`src/rtl/sha256_pkg.sv`:
```
// Shared definitions for the SHA-256 padding remover.
// Provides block/word/length widths, the marker byte, the block type, the
// unpadder state encoding and a byte-lane mask helper.
package sha256_pkg;

    localparam int unsigned BLOCK_BITS      = 512;
    localparam int unsigned WORD_BITS       = 32;
    localparam int unsigned LEN_BITS        = 64;
    localparam int unsigned WORDS_PER_BLOCK = 16;
    localparam logic [7:0]  MARKER_BYTE     = 8'h80;

    typedef logic [BLOCK_BITS-1:0] block_t;

    typedef enum logic [2:0] {
        WAIT,
        EMIT_FULL,
        CHECK,
        EMIT,
        VERIFY,
        DONE
    } unpad_state_t;

    // Keeps the first nbytes byte lanes (most significant first) of a word.
    function automatic logic [WORD_BITS-1:0] lane_mask(input logic [2:0] nbytes);
        logic [WORD_BITS-1:0] m;
        m = '0;
        for (int b = 0; b < 4; b++) begin
            if (b < int'(nbytes)) m[31-8*b -: 8] = 8'hff;
        end
        return m;
    endfunction

endpackage

```
`src/rtl/sha256_pad_word_check.sv`:
```
// Combinational padding check of one 32-bit big-endian word.
// Ports:
//   word     - word under test, byte 0 in bits [31:24]
//   word_idx - index of the word within the buffered blocks
//   r_bytes  - message byte count in the buffered window (offset of the marker)
//   bad      - 1 when the marker byte is not 0x80 or a later padding byte is nonzero
module sha256_pad_word_check
    import sha256_pkg::*;
(
    input  logic [WORD_BITS-1:0] word,
    input  logic [4:0]           word_idx,
    input  logic [6:0]           r_bytes,
    output logic                 bad
);

    logic [6:0] offs;
    logic [7:0] lane;

    always_comb begin
        bad  = 1'b0;
        offs = '0;
        lane = '0;
        for (int b = 0; b < 4; b++) begin
            offs = {word_idx, 2'b00} + 7'(b);
            lane = word[31-8*b -: 8];
            // Bytes before the marker are message data and are not checked.
            if (offs == r_bytes) begin
                if (lane != MARKER_BYTE) bad = 1'b1;
            end else if (offs > r_bytes) begin
                if (lane != 8'h00) bad = 1'b1;
            end
        end
    end

endmodule

```
`src/rtl/sha256_unpad.sv`:
```
// SHA-256 padding remover: takes padded 512-bit blocks, streams the original
// message as 32-bit big-endian words and validates length and padding.
// Ports:
//   clk, rst                       - clock, synchronous active-high reset
//   in_valid/in_ready/in_block/in_last - block input handshake
//   out_valid/out_ready/out_data/out_bytes/out_last - message word stream
//   done, err, msg_len             - completion pulse with status and bit length
module sha256_unpad
    import sha256_pkg::*;
(
    input  logic                 clk,
    input  logic                 rst,
    input  logic                 in_valid,
    output logic                 in_ready,
    input  logic [BLOCK_BITS-1:0] in_block,
    input  logic                 in_last,
    output logic                 out_valid,
    input  logic                 out_ready,
    output logic [WORD_BITS-1:0] out_data,
    output logic [2:0]           out_bytes,
    output logic                 out_last,
    output logic                 done,
    output logic                 err,
    output logic [LEN_BITS-1:0]  msg_len
);

    unpad_state_t        state;
    block_t              p_blk;
    block_t              n_blk;
    logic                p_held;
    logic                two_blk;
    logic                verr;
    logic [LEN_BITS-1:0] prior_bits;
    logic [9:0]          r_win;
    logic [4:0]          w;

    logic [2*BLOCK_BITS-1:0] pair;
    logic [LEN_BITS-1:0]     len_field;
    logic [LEN_BITS-1:0]     r_calc;
    logic                    len_bad;
    logic [4:0]              beat_idx;
    logic [9:0]              r_cur;
    logic [9:0]              beat_pos;
    logic [9:0]              rem;
    logic [WORD_BITS-1:0]    beat_word;
    logic [WORD_BITS-1:0]    beat_data;
    logic [2:0]              beat_bytes;
    logic                    beat_last;
    logic                    more;
    logic [4:0]              last_vword;
    logic [WORD_BITS-1:0]    vword;
    logic                    word_bad;

    always_comb begin
        // Word 0 of P is the top of the pair; a single block lives in both P and N.
        pair      = {p_blk, n_blk};
        len_field = n_blk[LEN_BITS-1:0];
        r_calc    = len_field - prior_bits;
        if (two_blk) len_bad = (r_calc < 64'd448) || (r_calc > 64'd959);
        else         len_bad = (r_calc > 64'd447);
        if (len_field[2:0] != 3'd0) len_bad = 1'b1;

        // Index of the beat that would be loaded into the output registers now.
        beat_idx  = (state == EMIT || state == EMIT_FULL) ? w + 5'd1 : 5'd0;
        r_cur     = (state == CHECK) ? r_calc[9:0] : r_win;
        beat_pos  = {beat_idx, 5'b0};
        rem       = r_cur - beat_pos;
        beat_word = pair[{5'd31 - beat_idx, 5'b0} +: 32];
        if (state == WAIT || state == EMIT_FULL) begin
            beat_bytes = 3'd4;
            beat_last  = 1'b0;
            more       = (w != 5'd15);
        end else begin
            more       = (r_cur > beat_pos);
            beat_bytes = (rem >= 10'd32) ? 3'd4 : {1'b0, rem[4:3]};
            beat_last  = (rem <= 10'd32);
        end
        beat_data = beat_word & lane_mask(beat_bytes);

        last_vword = two_blk ? 5'(2 * WORDS_PER_BLOCK - 3) : 5'(WORDS_PER_BLOCK - 3);
        vword      = pair[{5'd31 - w, 5'b0} +: 32];
    end

    sha256_pad_word_check u_check (
        .word     (vword),
        .word_idx (w),
        .r_bytes  (r_win[9:3]),
        .bad      (word_bad)
    );

    always_ff @(posedge clk) begin
        if (rst) begin
            state      <= WAIT;
            in_ready   <= 1'b0;
            out_valid  <= 1'b0;
            out_data   <= '0;
            out_bytes  <= '0;
            out_last   <= 1'b0;
            done       <= 1'b0;
            err        <= 1'b0;
            msg_len    <= '0;
            p_held     <= 1'b0;
            two_blk    <= 1'b0;
            verr       <= 1'b0;
            prior_bits <= '0;
            r_win      <= '0;
            w          <= '0;
        end else begin
            done <= 1'b0;
            err  <= 1'b0;
            case (state)
                WAIT: begin
                    if (in_valid && in_ready) begin
                        n_blk <= in_block;
                        if (!p_held) begin
                            p_blk <= in_block;
                            if (in_last) begin
                                two_blk  <= 1'b0;
                                in_ready <= 1'b0;
                                state    <= CHECK;
                            end else begin
                                p_held <= 1'b1;
                            end
                        end else if (in_last) begin
                            two_blk  <= 1'b1;
                            in_ready <= 1'b0;
                            state    <= CHECK;
                        end else begin
                            // P is known to be pure message: stream it whole.
                            in_ready  <= 1'b0;
                            w         <= '0;
                            out_valid <= 1'b1;
                            out_data  <= beat_data;
                            out_bytes <= beat_bytes;
                            out_last  <= 1'b0;
                            state     <= EMIT_FULL;
                        end
                    end else begin
                        in_ready <= 1'b1;
                    end
                end
                CHECK: begin
                    msg_len <= len_field;
                    r_win   <= r_calc[9:0];
                    w       <= '0;
                    if (len_bad) begin
                        done  <= 1'b1;
                        err   <= 1'b1;
                        state <= DONE;
                    end else if (!more) begin
                        state <= VERIFY;
                    end else begin
                        out_valid <= 1'b1;
                        out_data  <= beat_data;
                        out_bytes <= beat_bytes;
                        out_last  <= beat_last;
                        state     <= EMIT;
                    end
                end
                EMIT: begin
                    if (out_ready) begin
                        if (more) begin
                            w         <= w + 5'd1;
                            out_data  <= beat_data;
                            out_bytes <= beat_bytes;
                            out_last  <= beat_last;
                        end else begin
                            out_valid <= 1'b0;
                            out_last  <= 1'b0;
                            w         <= r_win[9:5];
                            state     <= VERIFY;
                        end
                    end
                end
                EMIT_FULL: begin
                    if (out_ready) begin
                        if (more) begin
                            w         <= w + 5'd1;
                            out_data  <= beat_data;
                            out_bytes <= beat_bytes;
                        end else begin
                            out_valid  <= 1'b0;
                            p_blk      <= n_blk;
                            prior_bits <= prior_bits + 64'(BLOCK_BITS);
                            in_ready   <= 1'b1;
                            state      <= WAIT;
                        end
                    end
                end
                VERIFY: begin
                    if (w == last_vword) begin
                        done  <= 1'b1;
                        err   <= verr | word_bad;
                        state <= DONE;
                    end else begin
                        verr <= verr | word_bad;
                        w    <= w + 5'd1;
                    end
                end
                DONE: begin
                    p_held     <= 1'b0;
                    prior_bits <= '0;
                    verr       <= 1'b0;
                    in_ready   <= 1'b1;
                    state      <= WAIT;
                end
                default: state <= WAIT;
            endcase
        end
    end

endmodule

```
`config.mk`:
```
export PLATFORM = sky130hd
export DESIGN_NAME = sha256_unpad
export DESIGN_NICKNAME = d
export VERILOG_FILES = /design/src/rtl/sha256_pkg.sv /design/src/rtl/sha256_pad_word_check.sv /design/src/rtl/sha256_unpad.sv
export SDC_FILE = /design/constraint.sdc
export NUM_CORES = 2
export LEC_CHECK = 0
export ABC_AREA = 1
export ABC_CLOCK_PERIOD_IN_PS = 70500
export CAP_MARGIN = 15
export CELL_PAD_IN_SITES_DETAIL_PLACEMENT = 1
export CELL_PAD_IN_SITES_GLOBAL_PLACEMENT = 1
export CORE_AREA = 2 2 387 389
export CTS_BUF_LIST = sky130_fd_sc_hd__clkbuf_4
export DETAILED_ROUTE_END_ITERATION = 10
export DIE_AREA = 0 0 389 391
export PLACE_DENSITY = 0.93
export SYNTH_ARGS = -nofsm -noshare
export SYNTH_HDL_FRONTEND = slang
export SYNTH_SLANG_ARGS = --single-unit
```
`constraint.sdc`:
```
create_clock -name clk -period 70.5 [get_ports clk]
set_clock_uncertainty 0.15 [all_clocks]
set_input_delay 14.1 -clock clk [delete_from_list [all_inputs] [get_ports clk]]
set_output_delay 14.1 -clock clk [all_outputs]
set_load 0.02 [all_outputs]
```
## Word-level counts from Yosys, hierarchy flattened

Cells that the tools add are included.

| word-level totals | value |
|---|---|
| register bits | 1213 |
| input bits | 517 |
| output and inout port bits | 104 |

| cells by class | value |
|---|---|
| add/subtract/negate cells | 9 |
| $lt $le $gt $ge | 14 |
| eq/ne operators | 32 |
| shift-type cells | 2 |
| mux-type cells | 107 |
| bitwise operators | 3 |
| reductions and logical operators | 31 |

Operators by type and width:

| cell | count |
|---|---|
| 512-bit two-way mux | 4 |
| 1024-bit by 11-bit variable part select with 32-bit output | 2 |
| 512-bit one-hot mux with 2 select lines | 1 |
| 32-bit two-way mux | 6 |
| 64-bit two-way mux | 2 |
| 64-bit one-hot mux with 2 select lines | 1 |
| 32-bit one-hot mux with 3 select lines | 1 |
| 64-bit by 10-bit adder with 64-bit output (second input constant) | 1 |
| 64-bit by 10-bit greater-than comparator with 1-bit output (second input constant) | 1 |
| 64-bit by 9-bit greater-than comparator with 1-bit output (second input constant) | 1 |
| 64-bit by 9-bit < comparator with 1-bit output (second input constant) | 1 |
| 64-bit subtractor | 1 |
| 3-bit two-way mux | 18 |
| 5-bit two-way mux | 10 |
| 1-bit two-way mux | 48 |
| 32-bit AND | 1 |
| 8-bit two-way mux | 4 |
| 8-bit inequality test (second input constant) | 4 |
| 8-bit nonzero test | 4 |
| 7-bit == test | 4 |
| 7-bit greater-than comparator | 4 |
| 2-bit inequality test (second input constant) | 13 |
| 5-bit one-hot mux with 5 select lines | 1 |
| 8-bit AND reduction | 2 |
| 38 further kinds | 63 |

## Logic depth before layout (Yosys ltp)

| logic depth | value |
|---|---|
| word-level depth | 18 |
| depth in mapped cells | 27 |
| depth with buffers taken out | 25 |

## Modules after synthesis

Synthesis repeated with hierarchy kept, for this count alone.

| unflattened totals | value |
|---|---|
| cell total of the unflattened synthesis | 8761 |
| area, all modules | 69052.5 µm² |

By module, submodules not included:

| module | times used | cells each | area each (µm²) | seq. area each (µm²) |
|---|---|---|---|---|
| sha256_unpad | 1 | 8648 | 68528.2 | 34352.9 |
| sha256_pad_word_check | 1 | 113 | 524.3 | 0.0 |

## Worst setup path before layout

Ideal clock, no wire load.

| path | value |
|---|---|
| path type | input-to-reg |
| start | in rst |
| end | reg p_blk[0] (enable) |
| setup time | 2.638 ns |
| arrival | 62.628 ns |
| data required time | 67.712 ns |
| slack | 5.084 ns |
| stages on the path | 2 |
| path through | clkbuf_1 nor4_1 |

| between the ends | value |
|---|---|
| word-level cells in the longest chain between the ends | 2 |

RTL lines:

| element | RTL line | text |
|---|---|---|
| start: declaration | sha256_unpad.sv:12 | `input logic rst,` |
| 1-bit inverter (no source line) | n/a |  |
| 6-bit AND reduction (no source line) | n/a |  |
| end signal: assignment | sha256_unpad.sv:116 | `p_blk <= in_block;` |
| end signal: assignment | sha256_unpad.sv:183 | `p_blk <= n_blk;` |
| end: declaration | sha256_unpad.sv:28 | `block_t p_blk;` |

Every way passes these cells.
A chain may end at the register's enable or synchronous reset.

## Final worst setup path

| path | value |
|---|---|
| start | in in_valid |
| end | reg n_blk[438] (enable) |

| between the ends | value |
|---|---|
| word-level cells in the longest chain between the ends | 2 |

RTL lines:

| element | RTL line | text |
|---|---|---|
| start: declaration | sha256_unpad.sv:13 | `input logic in_valid,` |
| 1-bit logical AND | sha256_unpad.sv:113 | `if (in_valid && in_ready) begin` |
| 3-bit AND reduction (no source line) | n/a |  |
| end signal: assignment | sha256_unpad.sv:114 | `n_blk <= in_block;` |
| end: declaration | sha256_unpad.sv:29 | `block_t n_blk;` |

Every way passes these cells.

==> impl_metrics.yaml <==
synthesis:
  netlist_area_um2: 66110
  synth-seq-cells: 1204
  synth-simple-area-share_pct: 22.44
  yosysUniqueCellTypes: 64
  synth_xor_area_share_pct: 0.1457
  postSynthAreaPerCell_um2: 8.131
  synth-compound-area-share_pct: 16.09
  ys_warn_count: 0
  ys_seq_area_share_pct: 51.97
  synthCells: 8130
  muxShareOfSynthArea_pct: 0
  syn-num-nets: 8719
  synthArstFlopShare_pct: 0
  synth_edf_count: 1024
  synth_fa_ha_area_share_pct: 1.374
  synth_top_family_by_area: "simple AND/OR/NAND/NOR gates"
  synthFlopType: "edfxtp_1"
pwr:
  p_leak_uw: 0.03145
  p_sw_share_pct: 39.11
  comb_power_share_pct: 30.1
  internal_power_uw: 1490
  p_per_area_nw_per_um2: 31.36
  irDropWorstVdd_mv: 0.02923
  p_seq_share_pct: 42.7
  switchingPower_uw: 957.3
  clkPwrFrac_pct: 27.2
floorplanning:
  die_area_um2: 152100
  io_pins: 621
  fp.dieW_um: 389
  design.core.area_um2: 148500
  rows: 142
  start_util_pct: 44.51
  die_h_um: 391
grt:
  antenna_found_initial: 41
  grt_max_degree: 202
  grt_pass1_wl_um: 469700
  gr-usage-met3_pct: 11.74
  grt_usage_pct: 42.10
  grt_busiest_layer: "met2"
  grt_use_met2_pct: 63.13
  grt_overflow: 0
  grt_pass1_vias: 69660
  met1_usage_pct: 49.60
setup_path:
  arrival_ns: 17.81
  required_ns: 71.30
  crit_path_end_kind: "flop"
  cpPeakStageDelay_ns: 1.03
  crit_slowest_cell: "buf_4"
  start_kind: "primary input"
  criticalPathCategory: "primary input to flop"
  r2r_setup_slack_ns: 64.01
  worstPathMaxFanout: 174
  path_cells: "clkdlybuf4s50_1 > nand2_1 > nor2_1 > inv_1 > nor2_4 > buf_12 > buf_4"
sta:
  final.min_clock_period_ns: 17.01
  tightest_slew_ns: 1.389
  min_period_over_period_pct: 24.13
  finalSetupViolations: 0
  rsz0062_at_grt: "no"
  slew_violations: 0
  hold_viol_final: 0
  max_freq_ghz: 0.05879
  holdWs_ns: 0.3138
  max_slew_margin_pct: 6.851
  fin_tns_setup_ns: 0
place:
  port_buffers: 620
  post-dp-hpwl_um: 233000
  place_congestion: 1.005
clock_network:
  htree_num_levels: 5
  cts_tree: "built"
  cts.sinks: 1204
  cts-hold-fix-buffers: 0
  cts_resized: 0
  clockBufferDepth: 4
  clk_pin_slew_ns: 0.07
  cts_setup_buffers: 0
  cts-buffers-inserted: 347
  cts-root-buf: "clkbuf_4"
  clk-insertion-delay-late_ns: 1.40
job:
  max-cap-violations: 0
cells_and_area:
  final_cell_mix: "nand2_1, edfxtp_1, o21ai_0"
  area_delta_synth_final_pct: 18.07
  final_nets: 9313
  drive_gt1_share_pct: 7.766
  mostFrequentLayoutCell: "nand2_1"
drt:
  dr.pass1.iters: 8
  drtIter0Drc: 10420
  drc_errors: 0
  routedWlPerCell_um: 30.21
  vias_per_cell: 6.357
  wl_um: 330300
  num_vias: 69520
  drtAntennaViolNets: 0
outcome:
  outcome: "complete, no violations"
hold_path:
  hold_class: "flop to flop"
[stage by stage]
step | total power, µW | area [µm²] | utilization [%] | setup slack, ns | cells
final | 2448 | 78050 | 52.55 | 53.49 | 10940
after global routing | 2523 | 78020 | 52.53 | 53.44 | 10930
after floorplan | 1644 | 66110 | - | 5.084 | 8130
after global placement | 1714 | 73810 | 49.70 | 52.40 | 10320
after detailed placement | 1751 | 73810 | 49.70 | 52.28 | 10320
after CTS | 2412 | 77980 | 52.50 | 53.65 | 10910
[critical path: cells and delay by family]
kind	cells	cell delay [ns]
buffers and inverters	4	2.40
AND/OR/NAND/NOR	3	0.93
[path summary, 6_finish.rpt]
path | startpoint | end | cells past startpoint
max | in_valid | n_blk[438] | 7
min | msg_len[7] | msg_len[7] | 2
max reg2reg | state[0] | out_data[13] | 15
min reg2reg | msg_len[7] | msg_len[7] | 2
[Yosys cell counts, types with 71 or more instances]
master,number,area share [%]
a21oi_1,616,4.7
ha_1,71,1.3
nand2_1,2172,12
nand3_1,641,4.9
inv_1,877,5.0
dfxtp_1,180,5.5
buf_2,74,0.56
nor2_1,372,2.1
o22ai_1,115,1.1
clkbuf_1,339,1.9
o21ai_0,924,7.0
edfxtp_1,1024,47
nor3_1,133,1.0
nand4_1,100,0.95
[cells by family (layout without fill, tap and decap cells)]
| family | count (synthesis) | after routing |
|---|---|---|
| AND/OR/NAND/NOR | 3523 | 3523 |
| AO/OA/AOI/OAI | 1951 | 1951 |
| buffers and inverters | 1367 | 2199 |
| flip-flops | 1204 | 1204 |
| adder cells (fa/ha/maj) | 72 | 72 |
| XOR/XNOR | 11 | 11 |
| other | 2 | 32 |
[flip-flops by register name, indices dropped and copies added (netlist names), 3 cells and up]
register and count:
n_blk 512, state 3, p_blk 512, r_win 10, out_bytes 3, out_data 32, w 5, msg_len 64
prior_bits 55
[power by group through the flow]
stage               registers, µW  logic [µW]  clock network (µW)
finish                       1050         736                 666
global route                 1050         775                 696
CTS                          1040         709                 664
detailed placement           1050         700                   0
global placement             1040         673                   0
floorplan                    1260         380                   0
[layout make-up]
| cell class | instances | area, µm² |
|---|---|---|
| Tap cell | 1944 | 2432 |
| Clock buffer | 505 | 3791 |
| Antenna cell | 30 | 75.07 |
| Inverter | 896 | 3398 |
| Fill cell | 17960 | 70480 |
| Clock inverter | 82 | 371.6 |
| Sequential cell | 1204 | 34360 |
| Multi-Input combinational cell | 5559 | 26550 |
| Timing Repair Buffer | 716 | 7072 |
[per-layer routing]
metal	share of wire, %	routed length, µm	up-vias
li1	-	-	29300
met1	34	113700	33330
met2	43	142100	5462
met3	12	40310	1408
met4	10	34080	22
met5	0.045	148	-
Power figures use the tool's default switching activity.
